[src/rtl/dct_pkg.sv]
// Shared constants, read-FSM state type and JPEG zigzag scan table.
package dct_pkg;

  localparam int unsigned DCT_COEF_W    = 11;
  localparam int unsigned DCT_BLK_COEFS = 64;
  localparam int unsigned DCT_BLK_W     = DCT_COEF_W * DCT_BLK_COEFS;

  typedef enum logic [0:0] {
    StIdle,
    StStream
  } rd_state_e;

  // Zigzag position -> raster position (row*8 + col) for an 8x8 block.
  localparam logic [5:0] ZZ_TABLE [64] = '{
    6'd0,  6'd1,  6'd8,  6'd16, 6'd9,  6'd2,  6'd3,  6'd10,
    6'd17, 6'd24, 6'd32, 6'd25, 6'd18, 6'd11, 6'd4,  6'd5,
    6'd12, 6'd19, 6'd26, 6'd33, 6'd40, 6'd48, 6'd41, 6'd34,
    6'd27, 6'd20, 6'd13, 6'd6,  6'd7,  6'd14, 6'd21, 6'd28,
    6'd35, 6'd42, 6'd49, 6'd56, 6'd57, 6'd50, 6'd43, 6'd36,
    6'd29, 6'd22, 6'd15, 6'd23, 6'd30, 6'd37, 6'd44, 6'd51,
    6'd58, 6'd59, 6'd52, 6'd45, 6'd38, 6'd31, 6'd39, 6'd46,
    6'd53, 6'd60, 6'd61, 6'd54, 6'd47, 6'd55, 6'd62, 6'd63
  };

  function automatic logic [5:0] zz_to_raster(input logic [5:0] zz_idx);
    return ZZ_TABLE[zz_idx];
  endfunction

endpackage

[src/rtl/dct_zigzag_rom.sv]
// Combinational zigzag index to raster index lookup.
module dct_zigzag_rom
  import dct_pkg::*;
(
  input  logic [5:0] zz_idx,
  output logic [5:0] raster_idx
);

  // Pure table lookup, no state.
  always_comb begin
    raster_idx = zz_to_raster(zz_idx);
  end

endmodule

[src/rtl/dct_coef_zigzag_reader.sv]
// Double-buffers 8x8 DCT blocks and streams each one in JPEG zigzag order
// over a valid/ready interface; blocks arriving with both buffers busy are
// dropped and flagged in a sticky overflow bit.
module dct_coef_zigzag_reader
  import dct_pkg::*;
#(
  parameter int unsigned COEF_W    = DCT_COEF_W,
  parameter int unsigned BLK_COEFS = DCT_BLK_COEFS
) (
  input  logic                          clk,
  input  logic                          rst,
  input  logic [COEF_W*BLK_COEFS-1:0]   coef_in,
  input  logic                          coef_valid,
  output logic signed [COEF_W-1:0]      out_coef,
  output logic [5:0]                    out_idx,
  output logic                          out_valid,
  input  logic                          out_ready,
  output logic                          out_sob,
  output logic                          out_eob,
  output logic                          overflow,
  input  logic                          ovf_clr,
  output logic [1:0]                    blk_pending
);

  localparam int unsigned BlkW    = COEF_W * BLK_COEFS;
  localparam logic [5:0]  LastIdx = 6'(BLK_COEFS - 1);

  logic [BlkW-1:0] blk_q [2];
  logic [BlkW-1:0] rd_blk;
  logic            wr_sel_q, wr_sel_d;
  logic            rd_sel_q, rd_sel_d;
  logic [1:0]      full_q, full_d;
  rd_state_e       state_q, state_d;
  logic [5:0]      k_q, k_d;
  logic            ovf_q, ovf_d;
  logic            xfer, last_xfer, capture, drop;
  logic [5:0]      raster_idx;

  dct_zigzag_rom u_zigzag_rom (
    .zz_idx     (k_q),
    .raster_idx (raster_idx)
  );

  // Handshake and capture decisions; an entry finishing its last transfer
  // this cycle is already free for an incoming block.
  always_comb begin
    xfer      = (state_q == StStream) && out_ready;
    last_xfer = xfer && (k_q == LastIdx);
    capture   = coef_valid && (!full_q[wr_sel_q] || (last_xfer && (wr_sel_q == rd_sel_q)));
    drop      = coef_valid && !capture;
  end

  // Next-state for pointers, full flags, scan index, read FSM and overflow.
  always_comb begin
    full_d   = full_q;
    wr_sel_d = wr_sel_q;
    rd_sel_d = rd_sel_q;
    k_d      = k_q;
    state_d  = state_q;
    ovf_d    = ovf_q;

    if (xfer) begin
      k_d = last_xfer ? 6'd0 : k_q + 6'd1;
    end
    if (last_xfer) begin
      full_d[rd_sel_q] = 1'b0;
      rd_sel_d         = ~rd_sel_q;
    end
    // Applied after the release so a same-cycle refill leaves the entry full.
    if (capture) begin
      full_d[wr_sel_q] = 1'b1;
      wr_sel_d         = ~wr_sel_q;
    end

    unique case (state_q)
      StIdle:   if (full_q[rd_sel_q]) state_d = StStream;
      StStream: if (last_xfer && !full_q[~rd_sel_q]) state_d = StIdle;
      default:  state_d = StIdle;
    endcase

    // A drop wins over a simultaneous clear.
    if (drop) begin
      ovf_d = 1'b1;
    end else if (ovf_clr) begin
      ovf_d = 1'b0;
    end
  end

  // Control state register.
  always_ff @(posedge clk or negedge rst) begin
    if (!rst) begin
      wr_sel_q <= 1'b0;
      rd_sel_q <= 1'b0;
      full_q   <= 2'b00;
      k_q      <= 6'd0;
      state_q  <= StIdle;
      ovf_q    <= 1'b0;
    end else begin
      wr_sel_q <= wr_sel_d;
      rd_sel_q <= rd_sel_d;
      full_q   <= full_d;
      k_q      <= k_d;
      state_q  <= state_d;
      ovf_q    <= ovf_d;
    end
  end

  // Block storage; contents are don't-care until the matching full flag is set.
  always_ff @(posedge clk) begin
    if (capture) begin
      blk_q[wr_sel_q] <= coef_in;
    end
  end

  // Output decode from the entry being streamed.
  always_comb begin
    rd_blk      = blk_q[rd_sel_q];
    out_valid   = (state_q == StStream);
    out_idx     = k_q;
    out_sob     = out_valid && (k_q == 6'd0);
    out_eob     = out_valid && (k_q == LastIdx);
    out_coef    = out_valid ? $signed(rd_blk[int'(raster_idx) * COEF_W +: COEF_W]) : '0;
    overflow    = ovf_q;
    blk_pending = {1'b0, full_q[0]} + {1'b0, full_q[1]};
  end

endmodule

[config.mk]
export PLATFORM = sky130hd
export DESIGN_NAME = dct_coef_zigzag_reader
export DESIGN_NICKNAME = d
export VERILOG_FILES = /design/src/rtl/dct_pkg.sv /design/src/rtl/dct_zigzag_rom.sv /design/src/rtl/dct_coef_zigzag_reader.sv
export SDC_FILE = /design/constraint.sdc
export NUM_CORES = 2
export LEC_CHECK = 0
export ABC_CLOCK_PERIOD_IN_PS = 75000
export CORE_MARGIN = 1.5
export CORE_UTILIZATION = 55
export DETAILED_ROUTE_END_ITERATION = 7
export PLACE_DENSITY = 0.85
export SLEW_MARGIN = 15
export SYNTH_ARGS = -nofsm -noshare
export SYNTH_HDL_FRONTEND = slang
export SYNTH_SLANG_ARGS = --single-unit
export TNS_END_PERCENT = 1
[constraint.sdc]
create_clock -name clk -period 75 [get_ports clk]
set_input_delay 11.25 -clock clk [delete_from_list [all_inputs] [get_ports clk]]
set_output_delay 11.25 -clock clk [all_outputs]
set_load 0.005 [all_outputs]
==> impl_metrics.ini <==
[yosys]
flops_latches_synth = 1420
synthesis.nets = 3892
synthArstFlopShare_pct = 0.845
ys_warn_count = 0
yosysSeqAreaShare_pct = 76.6
postSynthCellCount = 3167
netlist_area_um2 = 55600
syn_avg_cell_area_um2 = 17.5
yosys_most_used_dff = sky130_fd_sc_hd__edfxtp_1
synth-edff-count = 1408
netlist-cell-type-count = 58

[clocking]
cts_setup_buffers = 0
cts.root.buffer_cell = sky130_fd_sc_hd__clkbuf_16
cts_made_buffers = 142
clock_insertion_delay_worst_skew_ps = 770
cts-hold-fix-buffers = 0
htree_num_levels = 4
clk_pin_slew_worst_paths_ps = 60
cts_tree = built
number_of_resized_instances_in_the_post_cts_repair_step = 0
cts.path.max_buffers = 3
numClockSinks = 1420

[critical_path]
cp_slowest_stage_delay_ps = 740
crit_start = out_idx[0]$_DFFE_PN0P_
crit_arrival_ps = 7950
r2r_end = blk_q[0][178]$_DFFE_PP_
crit_required_ps = 63750
critical_path_depth = 15
crit_slowest_cell = sky130_fd_sc_hd__buf_4
cell_count_of_the_worst_reg_to_reg_path = 10
startpoint_type = register
worst_path_dominant_cell_family = buffers and inverters
worst_setup_path_end_kind = output port
setup.worst_path.class = register to output port
timing.critical_path.fanout_max = 124
worst_path_most_repeated_cell = sky130_fd_sc_hd__buf_4
worstSetupEndpoint = out_coef[6]
path_buf_inv = 5
worst_r2r_startpoint = out_idx[0]$_DFFE_PN0P_
crit_chain = inv_1 -> ha_1 -> nand2b_1 -> a41oi_1 -> o221ai_1 -> nand2_8 -> buf_12 -> buf_4 -> buf_4 -> mux2i_1 -> o22ai_1 -> nor4_1 -> o41a_1 -> nor4_2 -> clkdlybuf4s50_1
r2r_slack_ps = 68890

[timing]
finalCriticalPeriod_ps = 19200
totalNegativeSetupSlack_ps = 0
finalHoldWorstSlack_ps = 547
max_freq_ghz = 0.0521
timing.clock.skew_ps = 31.4
rsz0062_at_grt = false
timing_hold_violations_final = 0
worst_slew_margin_rel_pct = 7.87
drv_slew = 0
period_share_pct = 25.6
timing_worst_slew_pin_value_ps = 1380
layout_setup_ws_ps = 55800
final-setup-viol-count = 0

[route]
routed-via-count = 33500
avgViaCountPerCell = 6.23
post_drt_wl_per_cell_um = 29.8
totalWireLength_um = 160000
dr.first_iter.drc_count = 4285
first_pass_iters = 6
post-route-drc-count = 0
drt.antenna.violating_nets = 0

[floorplan]
dieWidth_um = 321
boundaryPins = 732
die_height_um = 321
start_util_pct = 55.5
fp-row-count = 116
die_footprint_um2 = 103000
floorplan.core_area_um2 = 100000

[final_layout]
finalNetCount = 4624
final.fill_count = 5996
layout.cells.non_filler = 5376
area.growth.synth_to_final_pct = 23.8
drive_above_1_share_pct = 10.2

[global_routing]
grt_pass1_vias = 34200
initial_antenna_violation_count = 79
total_grt_overflow = 0
grtUsageTotal_pct = 30.7
grt_start_max_net_pins = 188
grt_pass1_wl_um = 226000

[place]
finalWeightedCongestion = 0.863
dpl.hpwl_um = 103000
detailedPlace.worstSlack_ps = 56450
number_of_cells_in_the_design_after_placement = 5053
number_of_buffer_cells_added_on_primary_ports = 731

[power]
power_mw = 2.81
power.ir.vdd_worst_mv = 0.0661
power_per_cell_area_nw_per_um2 = 40.9
total_leakage_power_nw = 22.6

[run_status]
status = completed

[hold_path]
min_path_cells = 2
hp-class = register to register

[flow_run]
max_cap_viol_count = 0
-- where the power goes --
group | switching (mW) | leakage, nW | internal (mW)
sequential | 0.00837 | 12.8 | 0.873
combinational | 0.767 | 7.57 | 0.456
clock | 0.298 | 2.26 | 0.412
-- worst min-delay path by stage --
| stage | start | end | slack (ps) |
|---|---|---|---|
| after floorplan | full_q[0]$_DFF_PN0_ | wr_sel_q$_DFFE_PN0N_ | 490 |
| after global placement | overflow$_DFFE_PN0P_ | overflow$_DFFE_PN0P_ | 530 |
| after detailed placement | overflow$_DFFE_PN0P_ | overflow$_DFFE_PN0P_ | 540 |
| after CTS | overflow$_DFFE_PN0P_ | overflow$_DFFE_PN0P_ | 550 |
| after global routing | overflow$_DFFE_PN0P_ | overflow$_DFFE_PN0P_ | 570 |
| final | overflow$_DFFE_PN0P_ | overflow$_DFFE_PN0P_ | 550 |
-- layout by cell type, fill, tap and decap left out, types with 11 or more instances in the layout --
| master | netlist | final |
|---|---|---|
| sky130_fd_sc_hd__edfxtp_1 | 1408 | 1408 |
| sky130_fd_sc_hd__clkdlybuf4s50_1 | 0 | 731 |
| sky130_fd_sc_hd__nand2_1 | 433 | 432 |
| sky130_fd_sc_hd__mux2i_1 | 307 | 307 |
| sky130_fd_sc_hd__a21oi_1 | 183 | 182 |
| sky130_fd_sc_hd__o22ai_1 | 150 | 149 |
| sky130_fd_sc_hd__clkbuf_16 | 0 | 146 |
| sky130_fd_sc_hd__mux4_2 | 123 | 123 |
| sky130_fd_sc_hd__nor4_1 | 73 | 68 |
| sky130_fd_sc_hd__diode_2 | 0 | 65 |
| sky130_fd_sc_hd__buf_4 | 31 | 41 |
| sky130_fd_sc_hd__clkbuf_1 | 69 | 37 |
| sky130_fd_sc_hd__o21ai_0 | 31 | 31 |
| sky130_fd_sc_hd__nand3_1 | 25 | 25 |
| sky130_fd_sc_hd__nor2b_1 | 23 | 22 |
| sky130_fd_sc_hd__clkinv_1 | 1 | 20 |
| sky130_fd_sc_hd__clkinv_2 | 0 | 17 |
| sky130_fd_sc_hd__ha_1 | 16 | 16 |
| sky130_fd_sc_hd__nand4_1 | 15 | 15 |
| sky130_fd_sc_hd__nor4_2 | 10 | 15 |
| sky130_fd_sc_hd__a32oi_1 | 13 | 13 |
| sky130_fd_sc_hd__bufinv_16 | 0 | 13 |
| sky130_fd_sc_hd__nor2_1 | 14 | 12 |
| sky130_fd_sc_hd__or4_1 | 12 | 12 |
| sky130_fd_sc_hd__a22oi_1 | 11 | 11 |
| sky130_fd_sc_hd__o41ai_1 | 11 | 11 |
-- metal layers --
layer | global-route usage (%) | wire length (um) | vias up
li1 | - | - | 14200
met1 | 35.9 | 54100 | 16700
met2 | 50.6 | 78900 | 2137
met3 | 9.16 | 17300 | 466
met4 | 18.1 | 9550 | 54
met5 | 0 | 376 | -
-- tightest hold or removal path: cells and delay by family (launching register included) --
kind	cells	cell delay [ps]
compound gates	1	60
buf+inv	1	60
flops	1	390
-- cell families (layout without fill, tap and decap cells) --
family,count (synthesis),in the layout,synth area share (%)
mux,434,434,10.6
buf+inv,202,1048,2.06
fa+ha+maj,16,16,0.360
xor+xnor,4,4,0.0631
compound gates,441,441,4.82
flops,1420,1420,76.6
other cells,0,65,0
simple gates,650,650,5.46
-- sequential cells by signal (all words and copies together), names as in the netlist --
name / flops
wr_sel_q: 1
blk_q: 1408
out_idx: 6
rd_sel_q: 1
out_valid: 1
full_q: 2
overflow: 1
-- layout make-up --
| cell class | count | area, um^2 | share of cell area (%) |
|---|---|---|---|
| inverter | 11 | 41.3 | 0.0600 |
| clock inverter | 68 | 778 | 1.13 |
| multi-input combinational | 1545 | 11900 | 17.4 |
| timing repair buffer | 779 | 7760 | 11.3 |
| tap | 1298 | 1620 | 2.36 |
| antenna | 65 | 163 | 0.236 |
| clock buffer | 190 | 3890 | 5.65 |
| sequential | 1420 | 42600 | 61.9 |
-- Yosys cell counts (6+ instances only) --
| cell type | n | area (um^2) |
|---|---|---|
| sky130_fd_sc_hd__nor2_1 | 14 | 52.6 |
| sky130_fd_sc_hd__or4_1 | 12 | 90.1 |
| sky130_fd_sc_hd__nand3_1 | 25 | 125 |
| sky130_fd_sc_hd__mux4_2 | 123 | 2770 |
| sky130_fd_sc_hd__a32oi_1 | 13 | 114 |
| sky130_fd_sc_hd__a22oi_1 | 11 | 82.6 |
| sky130_fd_sc_hd__edfxtp_1 | 1408 | 42300 |
| sky130_fd_sc_hd__o31a_1 | 10 | 87.6 |
| sky130_fd_sc_hd__nor2b_1 | 23 | 144 |
| sky130_fd_sc_hd__dfrtp_1 | 12 | 300 |
| sky130_fd_sc_hd__buf_4 | 31 | 233 |
| sky130_fd_sc_hd__nor4_2 | 10 | 125 |
| sky130_fd_sc_hd__buf_2 | 45 | 225 |
| sky130_fd_sc_hd__o22ai_1 | 150 | 938 |
| sky130_fd_sc_hd__nand2b_1 | 11 | 68.8 |
| sky130_fd_sc_hd__clkbuf_1 | 69 | 259 |
| sky130_fd_sc_hd__o21ai_0 | 31 | 155 |
| sky130_fd_sc_hd__nand2_1 | 433 | 1630 |
| sky130_fd_sc_hd__nand4_1 | 15 | 93.8 |
| sky130_fd_sc_hd__nand4b_1 | 10 | 87.6 |
| sky130_fd_sc_hd__buf_6 | 21 | 236 |
| sky130_fd_sc_hd__mux2i_1 | 307 | 3070 |
| sky130_fd_sc_hd__a21oi_1 | 183 | 916 |
| sky130_fd_sc_hd__o41a_1 | 10 | 113 |
| sky130_fd_sc_hd__ha_1 | 16 | 200 |
| sky130_fd_sc_hd__nor4_1 | 73 | 457 |
| sky130_fd_sc_hd__buf_1 | 20 | 75.1 |
| sky130_fd_sc_hd__o41ai_1 | 11 | 96.3 |
| sky130_fd_sc_hd__inv_1 | 9 | 33.8 |
| sky130_fd_sc_hd__and2_1 | 6 | 37.5 |
-- stage by stage --
stage	area, um^2	util [%]
6_report	68800	68.7
5_1_grt	68700	68.6
4_1_cts	68600	68.5
3_5_place_dp	63900	63.8
3_3_place_gp	63900	63.8
2_1_floorplan	55600	-
Note: power is estimated with default switching activity, not from simulation.
